## src/rtl/uart_to_tilelink_unpacker_if.sv

```systemverilog
// Byte-stream input from the UART client and TileLink frame output toward the
// GenericSerializer, grouped for the unpacker.
interface uart_to_tilelink_unpacker_if;
  logic        rx_valid;
  logic        rx_ready;
  logic [7:0]  rx_data;

  logic        tl_in_valid;
  logic        tl_in_ready;
  logic [2:0]  tl_in_bits_chanId;
  logic [2:0]  tl_in_bits_opcode;
  logic [2:0]  tl_in_bits_param;
  logic [7:0]  tl_in_bits_size;
  logic [7:0]  tl_in_bits_source;
  logic [63:0] tl_in_bits_address;
  logic [63:0] tl_in_bits_data;
  logic        tl_in_bits_corrupt;
  logic [8:0]  tl_in_bits_union;

  // master: the unpacker side
  modport master (
    input  rx_valid, rx_data, tl_in_ready,
    output rx_ready, tl_in_valid, tl_in_bits_chanId, tl_in_bits_opcode,
           tl_in_bits_param, tl_in_bits_size, tl_in_bits_source,
           tl_in_bits_address, tl_in_bits_data, tl_in_bits_corrupt,
           tl_in_bits_union
  );

  modport slave (
    output rx_valid, rx_data, tl_in_ready,
    input  rx_ready, tl_in_valid, tl_in_bits_chanId, tl_in_bits_opcode,
           tl_in_bits_param, tl_in_bits_size, tl_in_bits_source,
           tl_in_bits_address, tl_in_bits_data, tl_in_bits_corrupt,
           tl_in_bits_union
  );
endinterface

```

## src/rtl/uart_to_tilelink_unpacker.sv

```systemverilog
// Reassembles 16-byte <BBBBLQ host request packets from the UART byte stream
// and presents each one as a TileLink frame; stale partial packets time out.
module uart_to_tilelink_unpacker #(
  parameter int TIMEOUT_CYCLES = 1000000,
  parameter int TIMEOUT_W      = 20
) (
  input  logic                          clk,
  input  logic                          reset_n,
  uart_to_tilelink_unpacker_if.master   bus,
  output logic                          err_timeout,
  output logic                          err_format,
  output logic [15:0]                   pkt_count
);

  localparam bit                 TO_EN     = (TIMEOUT_CYCLES != 0);
  localparam logic [TIMEOUT_W-1:0] IDLE_LAST =
    TIMEOUT_W'(TIMEOUT_CYCLES > 0 ? TIMEOUT_CYCLES - 1 : 0);

  typedef enum logic {COLLECT, ISSUE} state_t;

  typedef struct packed {
    logic [2:0]  chan;
    logic [2:0]  opcode;
    logic [2:0]  param;
    logic [7:0]  size;
    logic [63:0] addr;
    logic [63:0] data;
    logic        corrupt;
    logic [8:0]  uni;
  } frame_t;

  state_t               state, state_nxt;
  logic [3:0]           cnt;
  logic [TIMEOUT_W-1:0] idle;
  frame_t               frame;

  // Header byte 1 is kept without its ignored bit 3: {corrupt, param, opcode}.
  logic [7:0]  b0;
  logic [6:0]  b1;
  logic [7:0]  b2, b3;
  logic [31:0] addr_buf;
  logic [55:0] data_buf;

  logic accept, last, fmt_ok, timeout_hit;

  assign fmt_ok = (b0[7:3] == 5'd0);

  always_comb begin
    state_nxt    = state;
    bus.rx_ready = 1'b0;
    accept       = 1'b0;
    last         = 1'b0;
    timeout_hit  = 1'b0;
    case (state)
      COLLECT: begin
        bus.rx_ready = 1'b1;
        accept       = bus.rx_valid;
        last         = accept && (cnt == 4'd15);
        if (last && fmt_ok) state_nxt = ISSUE;
        // an accepted byte on the expiry edge wins over the timeout
        timeout_hit  = TO_EN && !accept && (cnt != 4'd0) && (idle == IDLE_LAST);
      end
      ISSUE: begin
        if (bus.tl_in_ready) state_nxt = COLLECT;
      end
      default: state_nxt = COLLECT;
    endcase
  end

  always_ff @(posedge clk or negedge reset_n) begin
    if (!reset_n) begin
      state       <= COLLECT;
      cnt         <= '0;
      idle        <= '0;
      frame       <= '0;
      b0          <= '0;
      b1          <= '0;
      b2          <= '0;
      b3          <= '0;
      addr_buf    <= '0;
      data_buf    <= '0;
      err_timeout <= 1'b0;
      err_format  <= 1'b0;
      pkt_count   <= '0;
    end else begin
      state       <= state_nxt;
      err_timeout <= timeout_hit;
      err_format  <= last && !fmt_ok;

      if (accept) begin
        cnt <= cnt + 4'd1;
        case (cnt)
          4'd0:                      b0 <= bus.rx_data;
          4'd1:                      b1 <= {bus.rx_data[7:4], bus.rx_data[2:0]};
          4'd2:                      b2 <= bus.rx_data;
          4'd3:                      b3 <= bus.rx_data;
          4'd4, 4'd5, 4'd6, 4'd7:    addr_buf[{cnt[1:0], 3'b000} +: 8] <= bus.rx_data;
          4'd8, 4'd9, 4'd10, 4'd11,
          4'd12, 4'd13, 4'd14:       data_buf[{cnt[2:0], 3'b000} +: 8] <= bus.rx_data;
          default: ;
        endcase
      end else if (timeout_hit) begin
        cnt <= '0;
      end

      if (accept || timeout_hit || cnt == 4'd0) idle <= '0;
      else if (TO_EN && state == COLLECT)       idle <= idle + 1'b1;

      // byte 15 goes straight into the frame alongside the buffered bytes
      if (last && fmt_ok) begin
        frame.chan    <= b0[2:0];
        frame.opcode  <= b1[2:0];
        frame.param   <= b1[5:3];
        frame.corrupt <= b1[6];
        frame.size    <= b2;
        frame.uni     <= {1'b0, b3};
        frame.addr    <= {32'h0, addr_buf};
        frame.data    <= {bus.rx_data, data_buf};
      end

      if (state == ISSUE && bus.tl_in_ready) pkt_count <= pkt_count + 16'd1;
    end
  end

  assign bus.tl_in_valid        = (state == ISSUE);
  assign bus.tl_in_bits_chanId  = frame.chan;
  assign bus.tl_in_bits_opcode  = frame.opcode;
  assign bus.tl_in_bits_param   = frame.param;
  assign bus.tl_in_bits_size    = frame.size;
  assign bus.tl_in_bits_source  = 8'h00;
  assign bus.tl_in_bits_address = frame.addr;
  assign bus.tl_in_bits_data    = frame.data;
  assign bus.tl_in_bits_corrupt = frame.corrupt;
  assign bus.tl_in_bits_union   = frame.uni;

endmodule

```

## src/flat_wrapper.sv

```systemverilog
// flat-port wrapper written by rule: the top's interface ports become plain ports
module uart_to_tilelink_unpacker_flat 
#(
  parameter int TIMEOUT_CYCLES = 1000000,
  parameter int TIMEOUT_W      = 20
)
  (clk, reset_n, err_timeout, err_format, pkt_count, bus_rx_valid, bus_rx_data, bus_tl_in_ready, bus_rx_ready, bus_tl_in_valid, bus_tl_in_bits_chanId, bus_tl_in_bits_opcode, bus_tl_in_bits_param, bus_tl_in_bits_size, bus_tl_in_bits_source, bus_tl_in_bits_address, bus_tl_in_bits_data, bus_tl_in_bits_corrupt, bus_tl_in_bits_union);
  uart_to_tilelink_unpacker_if bus_i ();
  input  logic clk;
  input  logic reset_n;
  output logic err_timeout;
  output logic err_format;
  output logic [15:0] pkt_count;
  input wire logic [$bits(bus_i.rx_valid)-1:0] bus_rx_valid;
  input wire logic [$bits(bus_i.rx_data)-1:0] bus_rx_data;
  input wire logic [$bits(bus_i.tl_in_ready)-1:0] bus_tl_in_ready;
  output wire logic [$bits(bus_i.rx_ready)-1:0] bus_rx_ready;
  output wire logic [$bits(bus_i.tl_in_valid)-1:0] bus_tl_in_valid;
  output wire logic [$bits(bus_i.tl_in_bits_chanId)-1:0] bus_tl_in_bits_chanId;
  output wire logic [$bits(bus_i.tl_in_bits_opcode)-1:0] bus_tl_in_bits_opcode;
  output wire logic [$bits(bus_i.tl_in_bits_param)-1:0] bus_tl_in_bits_param;
  output wire logic [$bits(bus_i.tl_in_bits_size)-1:0] bus_tl_in_bits_size;
  output wire logic [$bits(bus_i.tl_in_bits_source)-1:0] bus_tl_in_bits_source;
  output wire logic [$bits(bus_i.tl_in_bits_address)-1:0] bus_tl_in_bits_address;
  output wire logic [$bits(bus_i.tl_in_bits_data)-1:0] bus_tl_in_bits_data;
  output wire logic [$bits(bus_i.tl_in_bits_corrupt)-1:0] bus_tl_in_bits_corrupt;
  output wire logic [$bits(bus_i.tl_in_bits_union)-1:0] bus_tl_in_bits_union;
  assign bus_i.rx_valid = bus_rx_valid;
  assign bus_i.rx_data = bus_rx_data;
  assign bus_i.tl_in_ready = bus_tl_in_ready;
  assign bus_rx_ready = bus_i.rx_ready;
  assign bus_tl_in_valid = bus_i.tl_in_valid;
  assign bus_tl_in_bits_chanId = bus_i.tl_in_bits_chanId;
  assign bus_tl_in_bits_opcode = bus_i.tl_in_bits_opcode;
  assign bus_tl_in_bits_param = bus_i.tl_in_bits_param;
  assign bus_tl_in_bits_size = bus_i.tl_in_bits_size;
  assign bus_tl_in_bits_source = bus_i.tl_in_bits_source;
  assign bus_tl_in_bits_address = bus_i.tl_in_bits_address;
  assign bus_tl_in_bits_data = bus_i.tl_in_bits_data;
  assign bus_tl_in_bits_corrupt = bus_i.tl_in_bits_corrupt;
  assign bus_tl_in_bits_union = bus_i.tl_in_bits_union;
  uart_to_tilelink_unpacker #(.TIMEOUT_CYCLES(TIMEOUT_CYCLES), .TIMEOUT_W(TIMEOUT_W)) u_core (.clk(clk), .reset_n(reset_n), .bus(bus_i), .err_timeout(err_timeout), .err_format(err_format), .pkt_count(pkt_count));
endmodule
```

## config.mk

```make
export PLATFORM = sky130hd
export DESIGN_NAME = uart_to_tilelink_unpacker_flat
export DESIGN_NICKNAME = d
export VERILOG_FILES = /design/src/rtl/uart_to_tilelink_unpacker_if.sv /design/src/rtl/uart_to_tilelink_unpacker.sv /design/src/flat_wrapper.sv
export SDC_FILE = /design/constraint.sdc
export NUM_CORES = 1
export LEC_CHECK = 0
export CORE_MARGIN = 2
export CORE_UTILIZATION = 30
export CTS_CLUSTER_DIAMETER = 30
export DETAILED_ROUTE_END_ITERATION = 12
export RECOVER_POWER = 50
export SYNTH_ARGS = -nofsm -noshare
export SYNTH_HDL_FRONTEND = slang
export SYNTH_SLANG_ARGS = --single-unit
```

## constraint.sdc

```tcl
create_clock -name clk -period 3.4 [get_ports clk]
set_clock_uncertainty 0.1 [all_clocks]
set_input_delay 0.68 -clock clk [delete_from_list [all_inputs] [get_ports clk]]
set_output_delay 0.68 -clock clk [all_outputs]
set_load 0.05 [all_outputs]
```

Word level (Yosys, flattened, before mapping)
Cells that the tools add are included.
{"block": "totals", "regBits": 284, "input_bits": 12, "out_inout_bits": 183, "word_cells": 83}
{"block": "classes", "addsub": 5, "n_eq_ne": 17, "shifts": 4, "n_mux": 13, "bitwise": 1, "n_reduce_logical": 23}
{"operator": "$bwmux 56", "count": 1}
{"operator": "$shift 8x8->56 const A", "count": 1}
{"operator": "$shiftx 8x8->56", "count": 1}
{"operator": "$mux 20", "count": 2}
{"operator": "$bwmux 32", "count": 1}
{"operator": "$eq 4x4->1 const B", "count": 8}
{"operator": "$shift 8x7->32 const A", "count": 1}
{"operator": "$shiftx 8x7->32", "count": 1}
{"operator": "$add 20x1->20 const B", "count": 1}
{"operator": "$eq 20x20->1 const B", "count": 1}
{"operator": "$add 16x1->16 const B", "count": 1}
{"operator": "$eq 4x3->1 const B", "count": 4}
{"operator": "$reduce_and 2->1", "count": 6}
{"operator": "$eq 4x2->1 const B", "count": 2}
{"operator": "$mux 4", "count": 2}
{"operator": "$neg 6->8", "count": 1}
{"operator": "$logic_and 1x1->1", "count": 7}
{"operator": "$neg 5->7", "count": 1}
{"operator": "$reduce_or 7->1", "count": 1}
{"operator": "$mux 1", "count": 6}
{"operator": "$logic_not 5->1", "count": 1}
{"operator": "$add 4x1->4 const B", "count": 1}
{"operator": "$eq 4x1->1 const B", "count": 1}
{"operator": "$logic_not 4->1", "count": 1}
{"operator": "other kinds (8)", "count": 10}

Longest topological paths before layout
{"block": "logic_depth", "ltp_word": 7, "ltp_mapped": 10, "depth_no_buf": 7}

Worst setup path before layout
Ideal clock, no wire load.
{"block": "synth_timing", "kind": "register -> register", "from": "reg u_core.cnt[0]", "to": "reg u_core.data_buf[26]", "setup_time_ns": 0.125, "arrival_time_ns": 2.579, "required_ns": 3.175, "path_slack_ns": 0.597, "path_stages_with_launch": 10, "path_buffers": 3, "period_less_slack_ns": 2.803, "path_cell_list": "dfrtp_1 -> clkbuf_1 -> inv_1 -> ha_1 -> ha_1 -> clkbuf_1 -> and3b_1 -> clkbuf_1 -> o2111ai_1 -> mux2_2"}
{"block": "synth_between", "elab_chain_cells": 3, "word_cells_on_any_way": 13, "cone_classes": "add/sub: 1; eq/ne: 7; shift: 2; mux: 1; reduce/logical: 2"}
{"item": "from (decl)", "line": "uart_to_tilelink_unpacker.sv:33", "source": "logic [3:0] cnt;"}
{"item": "from (signal assigned)", "line": "uart_to_tilelink_unpacker.sv:91", "source": "cnt <= cnt + 4'd1;"}
{"item": "$neg 6->8 or $eq 4x4->1 (tied branches)", "line": "uart_to_tilelink_unpacker.sv:99, uart_to_tilelink_unpacker.sv:92"}
{"item": "$shiftx 8x8->56, or another cell as far along", "line": "uart_to_tilelink_unpacker.sv:99", "source": "4'd12, 4'd13, 4'd14: data_buf[{cnt[2:0], 3'b000} +: 8] <= bus.rx_data;"}
{"item": "$bwmux 56 or $reduce_and 2->1 (tied branches)"}
{"item": "to (signal, indexed assignment)", "line": "uart_to_tilelink_unpacker.sv:99"}
{"item": "to (decl)", "line": "uart_to_tilelink_unpacker.sv:42", "source": "logic [55:0] data_buf;"}
Several ways; a longest one is shown, not always the timed one.
A chain may end at the register's enable or synchronous reset.

Worst setup path after layout
{"block": "layout_timing", "from": "reg u_core.state, in the netlist u_core.bus.tl_in_valid", "to": "out bus_tl_in_valid"}
{"item": "from (decl)", "line": "uart_to_tilelink_unpacker.sv:32", "source": "state_t state, state_nxt;"}
{"item": "from (signal assigned)", "line": "uart_to_tilelink_unpacker.sv:86", "source": "state <= state_nxt;"}
{"item": "to (decl)", "line": "flat_wrapper.sv:18", "source": "output wire logic [$bits(bus_i.tl_in_valid)-1:0] bus_tl_in_valid;"}
No word-level cell between the ends.

==> impl.org <==
** Run status
- Result of the run :: complete, but fails checks
- The final reports fail on capacitance limit, slew limit.

** Place
- In this run the tool buffered the top-level ports with 153 buffer cells.
- Summed over all nets, the half-perimeter wirelength after detailed placement is 17900 um.
- After detailed placement, the total cell area comes to 13900 um^2.
- Weighted congestion at the end of routability-driven global placement :: 0.758

** Floorplan
- In this run the vertical extent of the chip is 202 um.
- In this run the core area contains 72 standard-cell rows.
- Total die area :: 41000 um^2
- Core outline area :: 38700 um^2
- Effective utilization at floorplan :: 30.5%
- Chip Width :: 202 um
- Ports :: 195

** Timing
- Achievable Freq :: 329 MHz
- Of the available clock period, the critical path in the final layout requires 89.3%.
- At the pin with the least slew margin, the transition time is 2.09 ns.
- Setup violations remaining at the end of the flow were counted as 0.
- Number of max-slew violations in the final report :: 76
- In the final timing run, aggregate negative setup slack is 0 ns.
- The final hold violation count came to 0.
- Subtracting the final worst setup slack from the clock period gives 3.04 ns.
- The worst pin sits at a relative slew slack of -39.3%.
- Setup repair after global routing left no endpoint under its margin.

** Worst setup path
- Critical Path Source :: u_core.bus.tl_in_valid$_DFF_PN0_
- STA classifies the critical path endpoint as an output port.
- Traced cell by cell, the critical path runs through clkbuf_1 -> clkdlybuf4s50_1.
- Among all stages on the critical path, the largest delay is contributed by clkdlybuf4s50_1.
- Crit-path max FO :: 7
- The worst register-to-register path ends at u_core.idle[10]$_DFFE_PN0P_.
- The number of cells on the worst reg-to-reg path is 6.
- The worst setup path is of the flop to output port kind.
- Worst reg2reg setup slack :: 0.46 ns
- In this design, the largest share of critical-path delay is due to buffers and inverters.
- Crit path buf inv count :: 2
- The startpoint identified for the worst register-to-register timing path is u_core.cnt[1]$_DFFE_PN0P_.
- Required time of the critical path :: 2.62 ns
- CP Launch Type :: flop
- Critical path data arrival time :: 2.26 ns
- Delay of the slowest critical-path stage :: 0.87 ns

** Logic synthesis
- In the synthesized netlist the async set-or-reset flop fraction comes to 100%.
- Summing the sequential cell areas from Yosys gives 60.1% of the chip area.
- Cells after Synth :: 889
- By area, the combinational part of the netlist is dominated by multiplexers.
- The Yosys step of the flow raised 0 warnings.
- Library cells used by synthesis :: 49
- A synthesized cell averages 13.3 um^2.
- Multiplexer fraction of the synthesized cell area :: 19.5%
- Post-synthesis sequential element count :: 284
- For this run, the leading register cell type out of synthesis is dfrtp_1.
- Synthesized-area fraction occupied by and/or/nand/nor cells :: 9.05%
- Counting flops with a built-in enable in the synthesized netlist gives 0.
- XOR/XNOR share of the synthesized area :: 1.93%
- In this run the cell area of the synthesized design comes to 11800 um^2.
- Share of the synthesized area in compound gates (AO/OA/AOI/OAI) :: 3.09%
- Adder and majority cell fraction of the synthesized area :: 1.16%

** Layout
- Fin nets :: 1119
- The library cells used most frequently in the layout, excluding fill and tap cells, are 284 x dfrtp_1, 204 x mux2_2, 151 x clkdlybuf4s50_1.
- Most frequent standard cell in the layout excluding fill and tap cells :: dfrtp_1
- Design area :: 16300 um^2
- Area delta synth->final :: 38.1%
- Layout cells sized above 1 :: 31.7%
- After filler insertion, the fill cell instance count of the layout stands at 3609.

** Worst hold path
- Source of the worst hold timing path :: u_core.data_buf[30]$_DFFE_PN0P_
- The worst hold path belongs to the class flop to flop.
- The worst hold path was traced through 2 stages.
- The path with the worst hold slack has its endpoint at u_core.data_buf[30]$_DFFE_PN0P_.

** Drt
- After detailed routing, the number of remaining DRC violations is 0.
- Violation count after the first detailed-route iteration :: 259
- The first detailed-routing pass ran for 5 iterations.
- WL final :: 29000 um
- The count of nets left with antenna violations once routing finished came out at 0.
- Routed via count divided by cell count :: 4.51
- Summing over every cut layer, the via total after detailed routing is 7552.
- Routed wire length per instance :: 17.3 um

** Clock tree
- Clock latency on the worst-skew pair, taken at its later pin, is 0.56 ns.
- Buffers added to address setup during post-CTS repair amount to 0.
- Clock edge transition at the registers on the reported setup and hold paths :: 0.04 ns
- In this run, CTS created clock tree buffers numbering 74.
- Counting along the longest clock path gives a buffer depth of 3.
- Cts-stage hold buffer count :: 0
- In this run, post-CTS repair resized a total of 0 instances.
- Cell at the root of the clock tree :: clkbuf_16
- The clock tree synthesis step divided the H-tree into 3 levels.
- Counting every sink on the clock net gives 284.
- TritonCTS built the clock tree.

** Power
- Pwr per Cell Area :: 791 nW/um^2
- Total Power Consumption :: 12.9 mW
- Static leakage :: 7.57 nW
- VDD sags by at most 0.471 mV.

** Global routing
- The total overflow left after global routing is 0.
- In the global route stage, overall resource usage came out at 14.4%.
- The first global-routing pass estimated 46000 um of wire.
- Number of antenna violations at the first check in global routing :: 1
- Pin count of the biggest net entering global routing :: 78
- Number of global-route vias before repair :: 7960

** Flow run
- Max-cap violations in this run came to 1.
area by class of cell:
class	count	area, um^2	area share (%)
inverter	16	60.1	0.368
clock inverter	42	480	2.94
tap	518	648	3.97
antenna	1	2.50	0.0153
timing repair buffer	177	1730	10.6
clock buffer	93	2020	12.4
multi-input combinational	543	4270	26.2
sequential	284	7110	43.5
cell usage after synthesis, types with 9 or more instances:
master / number / area (um^2)
and3_1: 12 / 75.1
buf_4: 49 / 368
clkbuf_1: 26 / 97.6
dfrtp_1: 284 / 7110
ha_1: 11 / 138
inv_1: 16 / 60.1
mux2_2: 204 / 2300
nand2_1: 74 / 278
nand3_1: 38 / 190
nand4_1: 9 / 56.3
nor2_1: 13 / 48.8
nor3_1: 16 / 80.1
o21ai_0: 37 / 185
xnor2_1: 14 / 123
xor2_1: 12 / 105
flip-flops by register name (all words and copies together), names as in the netlist, 7 cells and up:
name,count
u_core.bus.tl_in_bits_data,64
u_core.data_buf,56
u_core.addr_buf,32
u_core.bus.tl_in_bits_address,32
u_core.idle,20
u_core.pkt_count,16
u_core.b0,8
u_core.b2,8
u_core.b3,8
u_core.bus.tl_in_bits_size,8
u_core.bus.tl_in_bits_union,8
u_core.b1,7
cell families after synthesis:
family / Yosys count
xor+xnor: 26
other cells: 1
simple gates: 201
compound gates: 59
buf+inv: 102
fa+ha+maj: 11
flops: 284
mux: 205
how the worst max path moves through the flow:
| stage | to | slack [ns] | cells after the start |
|---|---|---|---|
| floorplan | u_core.data_buf[26]$_DFFE_PN0P_ | 0.60 | 9 |
| global placement | u_core.bus.tl_in_bits_data[50]$_DFFE_PN0P_ | 0.37 | 6 |
| detailed placement | u_core.bus.tl_in_bits_data[15]$_DFFE_PN0P_ | 0.35 | 6 |
| CTS | bus_rx_ready | 0.47 | 3 |
| global route | u_core.bus.tl_in_bits_address[31]$_DFFE_PN0P_ | 0.23 | 6 |
| finish | bus_tl_in_valid | 0.36 | 2 |
report_power, final:
| group | internal (mW) | switching (mW) |
|---|---|---|
| clock | 4.74 | 2.10 |
| combinational | 0.676 | 0.997 |
| sequential | 4.03 | 0.361 |
| total | 9.45 | 3.46 |
metal layers:
layer  routed length, um  vias to the layer above  track usage, %  share of wire [%]
met3                1740                       52            4.93                6.0
met2               13400                      191            22.2                 46
met1               13200                     3822            18.8                 46
met4                 631                        0            5.11                2.2
li1                    -                     3487               -                  -
met5                   0                        -               0                  0
per-stage QoR:
step | cells | setup WS (ns) | util [%] | hold WS [ns]
finish | 1674 | 0.363 | 42.1 | 0.366
global route | 1673 | 0.226 | 42.1 | 0.394
CTS | 1673 | 0.468 | 42.2 | 0.0327
detailed placement | 1538 | 0.349 | 35.8 | 0.352
global placement | 1538 | 0.374 | 35.8 | 0.346
floorplan | 929 | 0.597 | - | 0.284
tightest hold or removal path, delay by kind of cell, from the launching register on:
family / cells / cell delay, ns
flops: 1 / 0.33
simple gates: 2 / 0.10
(Power assumes the default switching activity.)
